<file path="src/rtl/alu_pkg.sv">
// Shared types and constants for the multi-nibble serial ALU.
package alu_pkg;

    localparam int BCD_RADIX = 10;
    localparam int NIBBLE_W  = 4;

    typedef enum logic [2:0] {
        ADD = 3'd0,
        ADC = 3'd1,
        SUB = 3'd2,
        SBC = 3'd3,
        AND = 3'd4,
        OR  = 3'd5,
        XOR = 3'd6,
        CP  = 3'd7
    } alu_op_t;

    typedef enum logic [1:0] {
        IDLE,
        RUN,
        DONE
    } alu_state_t;

    function automatic logic uses_carry_in(input alu_op_t op);
        return (op == ADC) || (op == SBC);
    endfunction

    function automatic logic is_logic_op(input alu_op_t op);
        return (op == AND) || (op == OR) || (op == XOR);
    endfunction

endpackage

</file>
<file path="src/rtl/alu_serial_if.sv">
// Start/busy/done handshake and operand/result bus of alu_serial.
interface alu_serial_if #(parameter int NIBBLES = 2);
    import alu_pkg::*;

    logic                      start;
    alu_op_t                   op;
    logic                      decimal;
    logic                      carry_in;
    logic [4*NIBBLES-1:0]      a;
    logic [4*NIBBLES-1:0]      b;
    logic                      busy;
    logic                      done;
    logic [4*NIBBLES-1:0]      result;
    logic                      carry;
    logic                      zero;

    modport master (
        output start, op, decimal, carry_in, a, b,
        input  busy, done, result, carry, zero
    );

    modport slave (
        input  start, op, decimal, carry_in, a, b,
        output busy, done, result, carry, zero
    );

endinterface

</file>
<file path="src/rtl/alu_nibble.sv">
// Combinational single-digit ALU slice; BCD adjust only with ALU_SERIAL_DECIMAL_EN.
module alu_nibble
    import alu_pkg::*;
(
    input  logic [NIBBLE_W-1:0] ai,
    input  logic [NIBBLE_W-1:0] bi,
    input  logic                c,
    input  alu_op_t             op,
    input  logic                decimal,
    output logic [NIBBLE_W-1:0] ri,
    output logic                co
);

    logic [NIBBLE_W:0]        s;
    logic signed [NIBBLE_W:0] d;
    logic                     dec_en;

`ifdef ALU_SERIAL_DECIMAL_EN
    // CP always compares in binary, whatever the decimal input says.
    assign dec_en = decimal && (op != CP);
`else
    logic unused_decimal;
    assign unused_decimal = decimal;
    assign dec_en         = 1'b0;
`endif

    assign s = {1'b0, ai} + {1'b0, bi} + {{NIBBLE_W{1'b0}}, c};
    assign d = $signed({1'b0, ai}) - $signed({1'b0, bi}) - $signed({{NIBBLE_W{1'b0}}, c});

    always_comb begin
        ri = '0;
        co = 1'b0;
        case (op)
            ADD, ADC: begin
                ri = s[NIBBLE_W-1:0];
                co = s[NIBBLE_W];
                if (dec_en && (s >= (NIBBLE_W+1)'(BCD_RADIX))) begin
                    ri = s[NIBBLE_W-1:0] - NIBBLE_W'(BCD_RADIX);
                    co = 1'b1;
                end
            end
            SUB, SBC, CP: begin
                ri = d[NIBBLE_W-1:0];
                co = d[NIBBLE_W];
                if (dec_en && d[NIBBLE_W])
                    ri = d[NIBBLE_W-1:0] + NIBBLE_W'(BCD_RADIX);
            end
            AND: begin ri = ai & bi; co = c; end
            OR:  begin ri = ai | bi; co = c; end
            XOR: begin ri = ai ^ bi; co = c; end
            default: ;
        endcase
    end

endmodule

</file>
<file path="src/rtl/alu_serial.sv">
// Multi-nibble ALU, one digit per clock LSB first; decimal mode needs ALU_SERIAL_DECIMAL_EN.
module alu_serial
    import alu_pkg::*;
#(
    parameter int NIBBLES = 2
) (
    input  logic       clk,
    input  logic       reset,
    alu_serial_if.slave bus
);

    localparam int W     = NIBBLE_W * NIBBLES;
    localparam int IDX_W = (NIBBLES > 1) ? $clog2(NIBBLES) : 1;

    alu_state_t        state, next_state;
    logic [IDX_W-1:0]  idx;
    logic [W-1:0]      a_q, b_q, result_q;
    alu_op_t           op_q;
    logic              dec_q, cin_q, c_run, zero_run, carry_q, zero_q;
    logic              busy, done, accept, last;
    logic [NIBBLE_W-1:0] ai, bi, ri;
    logic              co;

    assign accept = bus.start && ((state == IDLE) || (state == DONE));
    assign last   = (idx == IDX_W'(NIBBLES - 1));
    assign ai     = a_q[idx*NIBBLE_W +: NIBBLE_W];
    assign bi     = b_q[idx*NIBBLE_W +: NIBBLE_W];

    alu_nibble u_nibble (
        .ai      (ai),
        .bi      (bi),
        .c       (c_run),
        .op      (op_q),
        .decimal (dec_q),
        .ri      (ri),
        .co      (co)
    );

    always_ff @(posedge clk) begin
        if (reset) state <= IDLE;
        else       state <= next_state;
    end

    always_comb begin
        next_state = state;
        busy       = 1'b0;
        done       = 1'b0;
        case (state)
            IDLE: if (bus.start) next_state = RUN;
            RUN: begin
                busy = 1'b1;
                if (last) next_state = DONE;
            end
            DONE: begin
                done       = 1'b1;
                next_state = bus.start ? RUN : IDLE;
            end
            default: next_state = IDLE;
        endcase
    end

    // Zero is accumulated over every nibble so CP can flag equality without touching result.
    always_ff @(posedge clk) begin
        if (reset) begin
            idx      <= '0;
            a_q      <= '0;
            b_q      <= '0;
            op_q     <= ADD;
            dec_q    <= 1'b0;
            cin_q    <= 1'b0;
            c_run    <= 1'b0;
            zero_run <= 1'b0;
            result_q <= '0;
            carry_q  <= 1'b0;
            zero_q   <= 1'b0;
        end else if (accept) begin
            idx      <= '0;
            a_q      <= bus.a;
            b_q      <= bus.b;
            op_q     <= bus.op;
            dec_q    <= bus.decimal;
            cin_q    <= bus.carry_in;
            c_run    <= uses_carry_in(bus.op) ? bus.carry_in : 1'b0;
            zero_run <= 1'b1;
        end else if (state == RUN) begin
            c_run    <= co;
            zero_run <= zero_run && (ri == '0);
            if (op_q != CP)
                result_q[idx*NIBBLE_W +: NIBBLE_W] <= ri;
            if (last) begin
                idx     <= '0;
                carry_q <= is_logic_op(op_q) ? cin_q : co;
                zero_q  <= zero_run && (ri == '0);
            end else begin
                idx <= idx + 1'b1;
            end
        end
    end

    assign bus.busy   = busy;
    assign bus.done   = done;
    assign bus.result = result_q;
    assign bus.carry  = carry_q;
    assign bus.zero   = zero_q;

endmodule

</file>
<file path="src/flat_wrapper.sv">
// flat-port wrapper written by rule: the top's interface ports become plain ports
module alu_serial_flat import alu_pkg::*;
#(
    parameter int NIBBLES = 2
)
  (clk, reset, bus_start, bus_op, bus_decimal, bus_carry_in, bus_a, bus_b, bus_busy, bus_done, bus_result, bus_carry, bus_zero);
  alu_serial_if #(.NIBBLES(NIBBLES)) bus_i ();
  input  logic clk;
  input  logic reset;
  input wire logic [$bits(bus_i.start)-1:0] bus_start;
  input wire logic [$bits(bus_i.op)-1:0] bus_op;
  input wire logic [$bits(bus_i.decimal)-1:0] bus_decimal;
  input wire logic [$bits(bus_i.carry_in)-1:0] bus_carry_in;
  input wire logic [$bits(bus_i.a)-1:0] bus_a;
  input wire logic [$bits(bus_i.b)-1:0] bus_b;
  output wire logic [$bits(bus_i.busy)-1:0] bus_busy;
  output wire logic [$bits(bus_i.done)-1:0] bus_done;
  output wire logic [$bits(bus_i.result)-1:0] bus_result;
  output wire logic [$bits(bus_i.carry)-1:0] bus_carry;
  output wire logic [$bits(bus_i.zero)-1:0] bus_zero;
  assign bus_i.start = bus_start;
  assign bus_i.op = bus_op;
  assign bus_i.decimal = bus_decimal;
  assign bus_i.carry_in = bus_carry_in;
  assign bus_i.a = bus_a;
  assign bus_i.b = bus_b;
  assign bus_busy = bus_i.busy;
  assign bus_done = bus_i.done;
  assign bus_result = bus_i.result;
  assign bus_carry = bus_i.carry;
  assign bus_zero = bus_i.zero;
  alu_serial #(.NIBBLES(NIBBLES)) u_core (.clk(clk), .reset(reset), .bus(bus_i));
endmodule
</file>
<file path="config.mk">
export PLATFORM = sky130hd
export DESIGN_NAME = alu_serial_flat
export DESIGN_NICKNAME = d
export VERILOG_FILES = /design/src/rtl/alu_pkg.sv /design/src/rtl/alu_serial_if.sv /design/src/rtl/alu_nibble.sv /design/src/rtl/alu_serial.sv /design/src/flat_wrapper.sv
export SDC_FILE = /design/constraint.sdc
export NUM_CORES = 1
export LEC_CHECK = 0
export BUFFER_PORTS_ARGS = -buffer_cell sky130_fd_sc_hd__buf_2
export CAP_MARGIN = 20
export CORE_MARGIN = 2
export CORE_UTILIZATION = 40
export CTS_BUF_LIST = sky130_fd_sc_hd__clkbuf_16
export DETAILED_ROUTE_END_ITERATION = 8
export HOLD_SLACK_MARGIN = 0.15
export SETUP_SLACK_MARGIN = 0.05
export SLEW_MARGIN = 40
export SYNTH_ARGS = -nofsm -noshare
export SYNTH_HDL_FRONTEND = slang
export SYNTH_SLANG_ARGS = --single-unit
</file>
<file path="constraint.sdc">
create_clock -name clk -period 3.15 [get_ports clk]
set_input_delay 0.4725 -clock clk [delete_from_list [all_inputs] [get_ports clk]]
set_output_delay 0.4725 -clock clk [all_outputs]
set_load 0.01 [all_outputs]
</file>
==> impl_results.md, run 1 <==
- # diodes: 0
- DP Wirelength: 3157 um
- Max-slew headroom: approximately 57%
- CP cell instances: mux2i_1 > fa_1 > inv_1 > fa_1 > or3_1 > a31o_1 > and2_4 > a211oi_2
- Syn Nets: ~280
- Fmax: 0.3580 GHz
- Number of synthesized register bits: 35
- Largest stage delay, worst path: ~540 ps
- Layout Skew: ~5.6 ps
- Seq/Total Area, Yosys: between 30% and 40%
- Crit. End Element: register
- First-pass GRT wire length: 6927 um
- GR Util All Layers: 16.34%
- Hold buffer count at cts: 0
- Die Footprint: around 5600 um^2
- CORE AREA: ~4800 um^2
- # resized after CTS: 0
- Initial antenna violation count: 0
- Crit-path max FO: 9
- Worst reg2reg setup slack: between 300 and 400 ps
- Inserted Clock Buffers: 5
- Wire per inst: approximately 12 um
- DRT antenna net count: 0
- CP Class: register to register
- Vias post-DR: around 1700
- Power Density: ~510 nW/um^2
- Starting Density: a little over two fifths
- Grt met3 use: under 10%
- Row cnt: 25
- CP most frequent cell: fa_1
- Synth area leaders: dfxtp_1, nand2_1, a21oi_1, ha_1, mux2i_1
- Fin. Hold Viols: 0
- DRT iter0 DRCs: 87
- I/O Pins: 36
- Overflow left after global routing: 0
- Routed vias/inst: 4.900
- Worst hold start: bus_b[1]
- Clock-pin slew on the worst setup and hold paths: around 50 ps
- Met2 Use GR: roughly a quarter
- Slew @ Worst Pin: around 640 ps
- M1 GR Usage: around 22%
- Leakage: between 1 and 1.5 nW
- Clock sink total: 35
- Min cycle time layout: around 2800 ps
- # port buffers: 34
- Fill cells: 467
- Critical path arrival: about 3000 ps
- Area Growth Syn to Fin: 17.70%
- Synth Instances: 241
- Final setup viols: 0
- Vias in the first global route: 1515
- VDD IR-drop max: between 200 and 300 uV
- Hold Crit Class: primary input to register
- Slowest cell on the critical path: dfxtp_1
- Synth warn: 0
- Layout cells sized above 1: around a fifth
- RSZ-0062 raised after global routing: false
- Die height: 74.97 um
- Max_cap viols: 0
- Largest net degree at the start of global routing: 34
- Final WL: about 4200 um
- Post-synth top flop: dfxtp_1
- Count of different cell masters after synthesis: 45
- Pwr Total: 1.215 mW
- Post-route DRC: 0
- Max-slew violation count: 0
- Area of the multi-input gates: 1190 um^2
- Post-synth EDFFs: 0
- Hold endpoint: u_core.b_q[1]
- Most frequent cells in the layout: nand2_1, dfxtp_1, buf_2
- Fin crit share: 88.68%
- Worst-Skew Late Latency: 280 ps
- Area leader, netlist: dfxtp_1
- Root Driver: clkbuf_16
- First-pass iteration count of the detailed router: 4
- Routability cong.: 0.8422
- Clock H-tree levels: 2
- Startpoint types: register
- TNS Setup: 0 ps
- Fin nets: roughly 310
- Mapped Avg Cell Area: 8.359 um^2
- Post-CTS Setup Inserts: 0
- CP required: roughly 3300 ps
- Gr busiest metal: met2
- Cell area after synthesis: between 2000 and 2500 um^2
- FF-to-FF path depth: 8
- Clk buf depth: 2
- Die width: about 75 um
- R2r startpoint: u_core.idx
- Storage element area: 700.7 um^2
- Asr flop ratio synth: 0%
- RR Endpoint: u_core.bus.result[6]
- Hold Path Stages: 3
- Yosys top cell area share: around a third
- Most common cell after layout, fill and taps aside: nand2_1
- Status: complete, no violations
- CTS tree: yes
cells by family (layout without fill, tap and decap cells):
| group | count (synthesis) | in the layout | share of synthesized area [%] |
|---|---|---|---|
| xor gates and xnor gates | 2 | 2 | 0.8697 |
| muxes | 12 | 12 | 6.273 |
| buffers and inverters | 29 | 62 | 6.273 |
| and+or+nand+nor | 88 | 88 | 19.69 |
| AOI/OAI and AO/OA | 59 | 59 | 20.68 |
| adders and majority gates | 16 | 16 | 11.43 |
| DFF | 35 | 35 | 34.78 |
Yosys cell counts, drive strengths merged (2+ instances only):
master   n
a31oi    2
a211oi   6
nor2    14
nand2   49
ha      12
clkbuf   6
nand2b   6
a21oi   30
and2     2
fa       4
or3      2
a31o     3
o31ai    2
dfxtp   35
inv     17
buf      6
a221o    2
mux2     2
a22o     2
nand4    2
mux2i   10
o21ai    5
nor2b    6
nand3    3
xor2     2
through the flow:
step                      cells  utilization [%]  instance area [um^2]  worst slack [ps]  hold slack (ps)
after global placement      333            46.56                  2228             366.7            441.7
after global routing        341            49.54                  2371             119.3            433.4
final                       341            49.54                  2371             356.7            428.6
after floorplan             241                -                  2014             591.4            435.7
after detailed placement    333            46.56                  2228             355.5            449.3
after CTS                   341            49.49                  2369             328.5            425.8
metal layers:
metal / share of wire (%) / vias to the layer above
met3: 5.1 / 7
met2: 44 / 40
met5: 0 / -
li1: - / 884
met1: 50 / 740
met4: 1.4 / 0
area by class of cell:
cell class              instances  area share (%)
multi-input cells             177           50.18
clock inverters                 3          0.6332
well taps                      67           3.536
clock buffers                   5           5.277
flip-flops and latches         35           29.55
inverters                      17           2.691
repair buffers                 37           8.127
worst max path at each step:
stage,end,slack [ps],from
after global placement,u_core.bus.result[1],370,u_core.idx
after CTS,u_core.bus.result[6],330,u_core.idx
after detailed placement,u_core.bus.result[6],360,u_core.idx
after global routing,u_core.bus.result[1],120,u_core.idx
final,u_core.bus.result[6],360,u_core.idx
after floorplan,u_core.bus.zero,590,u_core.idx
state kept, by name, summed over array words and instances, names as in the netlist:
signal	count
u_core.b_q	8
u_core.a_q	8
u_core.idx	1
u_core.cin_q	1
u_core.zero_run	1
u_core.bus.result	8
u_core.bus.carry	1
u_core.c_run	1
u_core.bus.zero	1
u_core.op_q	3
u_core.state	2
where the power goes:
| group | switching (mW) | internal [mW] |
|---|---|---|
| logic | 0.145 | 0.110 |
| registers | 0.0267 | 0.473 |
| clock network | 0.174 | 0.287 |
| total | 0.346 | 0.869 |
worst max-delay path: cells and delay by family, from the launching register on:
family                   cells  cell delay [ps]
AO/OA/AOI/OAI                2              440
flip-flops                   1              540
multiplexers                 1              420
AND/OR/NAND/NOR              2              520
adder cells (fa/ha/maj)      2              730
buffers and inverters        1               70
Power figures use the tool's default switching activity.
==> run 2: changes to the inputs <==
--- a/config.mk
+++ b/config.mk
@@ -16,4 +16,5 @@
 export SLEW_MARGIN = 40
 export SYNTH_ARGS = -nofsm -noshare
 export SYNTH_HDL_FRONTEND = slang
+export SYNTH_HIERARCHICAL = 1
 export SYNTH_SLANG_ARGS = --single-unit
==> impl_results.md, run 2 <==
- Crit-path max FO: 4 (was 9)
- WHS: 432.6 ps (was 428.6 ps)
- Max-slew headroom: 54.82% (was 57.48%)
- Layout cells sized above 1: 25.00% (was 21.17%)
- Max_cap viols: 0 (unchanged)
- CP required: 3350 ps (was 3340 ps)
- RR Endpoint: u_core/bus.zero (was u_core.bus.result[6])
- Max Used Layer: met4 (unchanged)
- Post-layout util: 48.26% (was 49.54%)
- Fin nets: 321 (was 313)
- Slew @ Worst Pin: 676.8 ps (was 637.8 ps)
- # diodes: 0 (unchanged)
- Fin. Hold Viols: 0 (unchanged)
- Cell area after synthesis: 2162 um^2 (was 2014 um^2)
- Area Growth Syn to Fin: 15.45% (was 17.70%)
- Pre-CTS WS: 156.8 ps (was 355.5 ps)
- Hold Crit Class: primary input to register (unchanged)
- CP Class: register to register (unchanged)
- Startpoint types: register (unchanged)
- Starting Density: 41.80% (was 42.09%)
- Root Driver: clkbuf_16 (unchanged)
- RSZ-0062 raised after global routing: false (unchanged)
- Worst-Skew Late Latency: 280 ps (about the same)
- DRT antenna net count: 0 (unchanged)
- DRT iter0 DRCs: 63 (was 87)
- TNS Setup: 0 ps (unchanged)
- Min cycle time layout: 2857 ps (was 2793 ps)
- VDD IR-drop max: 313.2 uV (was 268.4 uV)
- Most common cell after layout, fill and taps aside: nand2_1 (unchanged)
- # port buffers: 34 (unchanged)
- FF-to-FF path depth: 12 (was 8)
- Crit. End Element: register (unchanged)
- Critical path arrival: 3060 ps (was 2990 ps)
- Post-Route M1 WL: 2084 um (was 2095 um)
- Hold Path Stages: 3 (unchanged)
- Most frequent cells in the layout: nand2_1, buf_2, dfxtp_1 (was nand2_1, dfxtp_1, buf_2)
- Post-route DRC: 0 (unchanged)
- First-pass iteration count of the detailed router: 4 (unchanged)
- Hold buffer count at cts: 0 (unchanged)
- Max-slew violation count: 0 (unchanged)
- Fmax: 0.3501 GHz (was 0.3580 GHz)
- Hold endpoint: u_core/b_q[2] (was u_core.b_q[1])
- Mapped Avg Cell Area: 8.753 um^2 (was 8.359 um^2)
- Final setup viols: 0 (unchanged)
- GR Util All Layers: 15.47% (was 16.34%)
- Synth warn: 6 (was 0)
- Power Density: 495.2 nW/um^2 (was 512.6 nW/um^2)
- Clock H-tree levels: 2 (unchanged)
- Overflow left after global routing: 0 (unchanged)
- Syn Nets: 289 (was 281)
- Vias in the first global route: 1623 (was 1515)
- Clk buf depth: 2 (unchanged)
- Initial antenna violation count: 0 (unchanged)
- Largest net degree at the start of global routing: 40 (was 34)
- Fill cells: 527 (was 467)
- Vias post-DR: 1723 (was 1671)
- Clock sink total: 35 (unchanged)
- Die width: 77.52 um (was 74.97 um)
- Setup slack after layout: 293.3 ps (was 356.7 ps)
- Clock-pin slew on the worst setup and hold paths: 50 ps (about the same)
- First-pass GRT wire length: 7410 um (was 6927 um)
- Leakage: 1.064 nW (was 1.033 nW)
- Worst hold start: bus_b[2] (was bus_b[1])
- Synth Instances: 247 (was 241)
- Met3 WL: 197 um (was 215 um)
- CORE AREA: 5172 um^2 (was 4786 um^2)
- Layout Skew: 5.637 ps (about the same)
- Wire per inst: 12.27 um (was 12.40 um)
- Routed vias/inst: 4.923 (was 4.900)
- DP Wirelength: 3111 um (was 3157 um)
- Inserted Clock Buffers: 5 (unchanged)
- Die Footprint: 6009 um^2 (was 5620 um^2)
- Worst reg2reg setup slack: 290 ps (was 360 ps)
- Final WL: 4293 um (was 4230 um)
- Status: complete, no violations (unchanged)
- Fin crit share: 90.69% (was 88.68%)
- Row cnt: 26 (was 25)
- CTS tree: yes (unchanged)
- R2r startpoint: u_core/idx (was u_core.idx)
- I/O Pins: 36 (unchanged)
- Routability cong.: 0.7612 (was 0.8422)
- Die height: 77.52 um (was 74.97 um)
- Met2 WL: 1939 um (was 1860 um)
## run 2: per-layer routing
layer	GRT usage [%]	up-vias
li1	-	891
met1	20.07	781
met2	24.78	45
met3	3.488	6
met4	6.429	0
met5	0	-
## run 2: how the worst max path moves through the flow
| stage | start | end | slack (ps) | cells after the start |
|---|---|---|---|---|
| final | u_core/idx | u_core/bus.zero | 290 | 12 |
| after global routing | u_core/idx | u_core/zero_run | 60 | 13 |
| after CTS | u_core/idx | u_core/zero_run | 150 | 12 |
| after detailed placement | u_core/idx | u_core/bus.zero | 160 | 12 |
| after global placement | u_core/idx | u_core/bus.zero | 240 | 11 |
| after floorplan | u_core/idx | u_core/bus.zero | 330 | 11 |
## run 2: worst max-delay path, stage by stage, from the launching register on
cell and delay [ps]:
dfxtp_1 380, mux2_2 370, inv_1 140, fa_1 480, inv_1 80, ha_1 230, xnor2_1 150, a22oi_1 80
a2bb2oi_1 200, nor4_2 320, buf_4 160, nand3_1 70, a21oi_1 130
## run 2: final cells by class
| class | instances | area [um^2] | area share, % |
|---|---|---|---|
| multi-input cells | 182 | 1301 | 52.13 |
| flip-flops and latches | 35 | 701.9 | 28.12 |
| repair buffers | 39 | 207.7 | 8.321 |
| clock buffers | 5 | 125.1 | 5.013 |
| well taps | 70 | 87.58 | 3.509 |
| inverters | 16 | 60.06 | 2.406 |
| clock inverters | 3 | 12.51 | 0.5013 |
## run 2: timing repair
action,CTS,global route
endpoints found under the setup margin,0,2
gates resized for setup,0,2
buffers inserted,0,0
## run 2: power by group
| group | switching (mW) | internal, mW |
|---|---|---|
| Sequential | 0.0280 | 0.471 |
| Clock | 0.170 | 0.285 |
| Combinational | 0.149 | 0.133 |
## run 2: per-stage QoR
step	cells	cell area [um^2]	total power, mW
2_1_floorplan	247	2162	0.7191
3_3_place_gp	342	2349	0.7809
3_5_place_dp	342	2351	0.7856
4_1_cts	350	2489	1.246
5_1_grt	350	2496	1.303
6_report	350	2496	1.236
==> run 3: changes to the inputs <==
--- a/config.mk
+++ b/config.mk
@@ -9,7 +9,7 @@
 export CAP_MARGIN = 20
 export CORE_MARGIN = 2
 export CORE_UTILIZATION = 40
-export CTS_BUF_LIST = sky130_fd_sc_hd__clkbuf_16
+export CTS_BUF_LIST = sky130_fd_sc_hd__clkbuf_4 sky130_fd_sc_hd__clkbuf_8 sky130_fd_sc_hd__clkbuf_16
 export DETAILED_ROUTE_END_ITERATION = 8
 export HOLD_SLACK_MARGIN = 0.15
 export SETUP_SLACK_MARGIN = 0.05
==> impl_results.md, run 3 (same netlist as run 2, synthesis figures left out) <==
- Power Density: 450.4 nW/um^2 (was 495.2 nW/um^2)
- RR Endpoint: u_core/bus.zero (unchanged)
- I/O Pins: 36 (unchanged)
- Fin nets: 321 (unchanged)
- Startpoint types: register (unchanged)
- First-pass GRT wire length: 7314 um (was 7410 um)
- Die height: 77.52 um (unchanged)
- R2r startpoint: u_core/idx (unchanged)
- Critical path arrival: 3090 ps (was 3060 ps)
- Largest stage delay, worst path: 480 ps (about the same)
- Post-route DRC: 0 (unchanged)
- FF-to-FF path depth: 12 (unchanged)
- Post-CTS Setup Inserts: 0 (unchanged)
- Vias post-DR: 1702 (was 1723)
- RSZ-0062 raised after global routing: false (unchanged)
- Fin crit share: 91.52% (was 90.69%)
- Slowest cell on the critical path: fa_1 (unchanged)
- DRT iter0 DRCs: 67 (was 63)
- VDD IR-drop max: 268.8 uV (was 313.2 uV)
- First-pass iteration count of the detailed router: 4 (unchanged)
- Die width: 77.52 um (unchanged)
- Overflow left after global routing: 0 (unchanged)
- Starting Density: 41.80% (unchanged)
- Routability cong.: 0.7612 (unchanged)
- Wire per inst: 12.22 um (was 12.27 um)
- Status: complete, no violations (unchanged)
- Final WL: 4276 um (was 4293 um)
- CP most frequent cell: inv_1 (unchanged)
- Min cycle time layout: 2883 ps (was 2857 ps)
- CP cell instances: mux2_2 > inv_1 > fa_1 > inv_1 > ha_1 > xnor2_1 > a22oi_1 > a2bb2oi_1 > nor4_2 > buf_4 > nand3_1 > a21oi_1 (unchanged)
- Clk buf depth: 2 (unchanged)
- Die Footprint: 6009 um^2 (unchanged)
- Crit-path max FO: 4 (unchanged)
- # port buffers: 34 (unchanged)
- CORE AREA: 5172 um^2 (unchanged)
- Hold buffer count at cts: 0 (unchanged)
- # diodes: 0 (unchanged)
- Vias in the first global route: 1620 (was 1623)
- Row cnt: 26 (unchanged)
- Max-slew violation count: 0 (unchanged)
- GR Util All Layers: 15.14% (was 15.47%)
- Clock-pin slew on the worst setup and hold paths: 70 ps (was 50 ps)
- Slew @ Worst Pin: 663.3 ps (was 676.8 ps)
- Max_cap viols: 0 (unchanged)
- Inserted Clock Buffers: 5 (unchanged)
- Final setup viols: 0 (unchanged)
- Layout cells sized above 1: 25.71% (was 25.00%)
- Crit. End Element: register (unchanged)
- Fin. Hold Viols: 0 (unchanged)
- Worst-Skew Late Latency: 280 ps (about the same)
- Worst Setup SP: u_core/idx (unchanged)
- Layout Skew: 8.725 ps (was 5.637 ps)
- Critical path destination: u_core/bus.zero (unchanged)
- Leakage: 1.037 nW (was 1.064 nW)
- Most common cell after layout, fill and taps aside: nand2_1 (unchanged)
- Fin cells: 350 (unchanged)
- Max-slew headroom: 55.72% (was 54.82%)
- Initial antenna violation count: 0 (unchanged)
- Root Driver: clkbuf_8 (was clkbuf_16)
- DRT antenna net count: 0 (unchanged)
- Most frequent cells in the layout: nand2_1, buf_2, dfxtp_1 (unchanged)
- Clock sink total: 35 (unchanged)
- Worst reg2reg setup slack: 270 ps (was 290 ps)
- CP required: 3360 ps (was 3350 ps)
- Hold Crit Class: primary input to register (unchanged)
- Clock H-tree levels: 2 (unchanged)
- Post-layout util: 47.31% (was 48.26%)
- CTS tree: yes (unchanged)
- TNS Setup: 0 ps (unchanged)
- Area Growth Syn to Fin: 13.19% (was 15.45%)
- DP Wirelength: 3111 um (unchanged)
- Placed insts: 342 (unchanged)
- Routed vias/inst: 4.863 (was 4.923)
- CP Class: register to register (unchanged)
- Fmax: 0.3469 GHz (was 0.3501 GHz)
- Largest net degree at the start of global routing: 40 (unchanged)
run 3: changes by cell type in the layout (fill, tap and decap cells not counted):
cell       previous run  this run
inv_1                18        16
clkbuf_16             5         0
clkbuf_4              0         2
clkbuf_8              0         5
run 3: layout make-up:
class | count | area [um^2]
clock buffer | 7 | 83.83
multi-input combinational | 182 | 1301
timing repair buffer | 39 | 207.7
sequential | 35 | 701.9
tap | 70 | 87.58
fill | 534 | 2725
inverter | 16 | 60.06
clock inverter | 1 | 5.005
run 3: critical path: cells and delay by family, from the launching register on:
kind / cells / cell delay, ps
adder cells (fa/ha/maj): 2 / 710
AO/OA/AOI/OAI: 3 / 420
AND/OR/NAND/NOR: 2 / 400
flip-flops: 1 / 390
buffers and inverters: 3 / 380
multiplexers: 1 / 370
XOR/XNOR: 1 / 150
run 3: routing by layer:
layer	up-vias	share of wire, %	track usage, %
met4	0	1.1	5.357
met1	768	50	20.17
met3	4	4.0	3.488
met5	-	0	0
li1	890	-	-
met2	40	45	24.00
run 3: worst min path at each step:
stage	from	endpoint	cells after the start
finish	bus_b[2]	u_core/b_q[2]	3
floorplan	u_core/a_q[4]	u_core/a_q[4]	2
CTS	bus_a[4]	u_core/a_q[4]	3
global route	bus_a[4]	u_core/a_q[4]	3
global placement	u_core/a_q[7]	u_core/a_q[7]	2
detailed placement	u_core/a_q[0]	u_core/a_q[0]	2
run 3: repair_timing:
item,CTS,global route
resized for setup,0,2
endpoints found under the setup margin,0,2
hold endpoints to repair,0,0
run 3: through the flow:
stage	worst slack (ps)	hold WS (ps)	area (um^2)	total power [mW]
floorplan	328.1	432.9	2162	0.7191
global placement	244.4	441.9	2349	0.7809
detailed placement	156.8	443.9	2351	0.7856
CTS	148.8	416.5	2440	1.109
global route	38.12	412.4	2447	1.169
finish	267.0	427.5	2447	1.102
run 3: where the power goes:
part	switching (mW)	internal [mW]	leakage, nW
combinational	0.150	0.133	0.701
clock	0.149	0.172	0.0491
sequential	0.0278	0.470	0.287
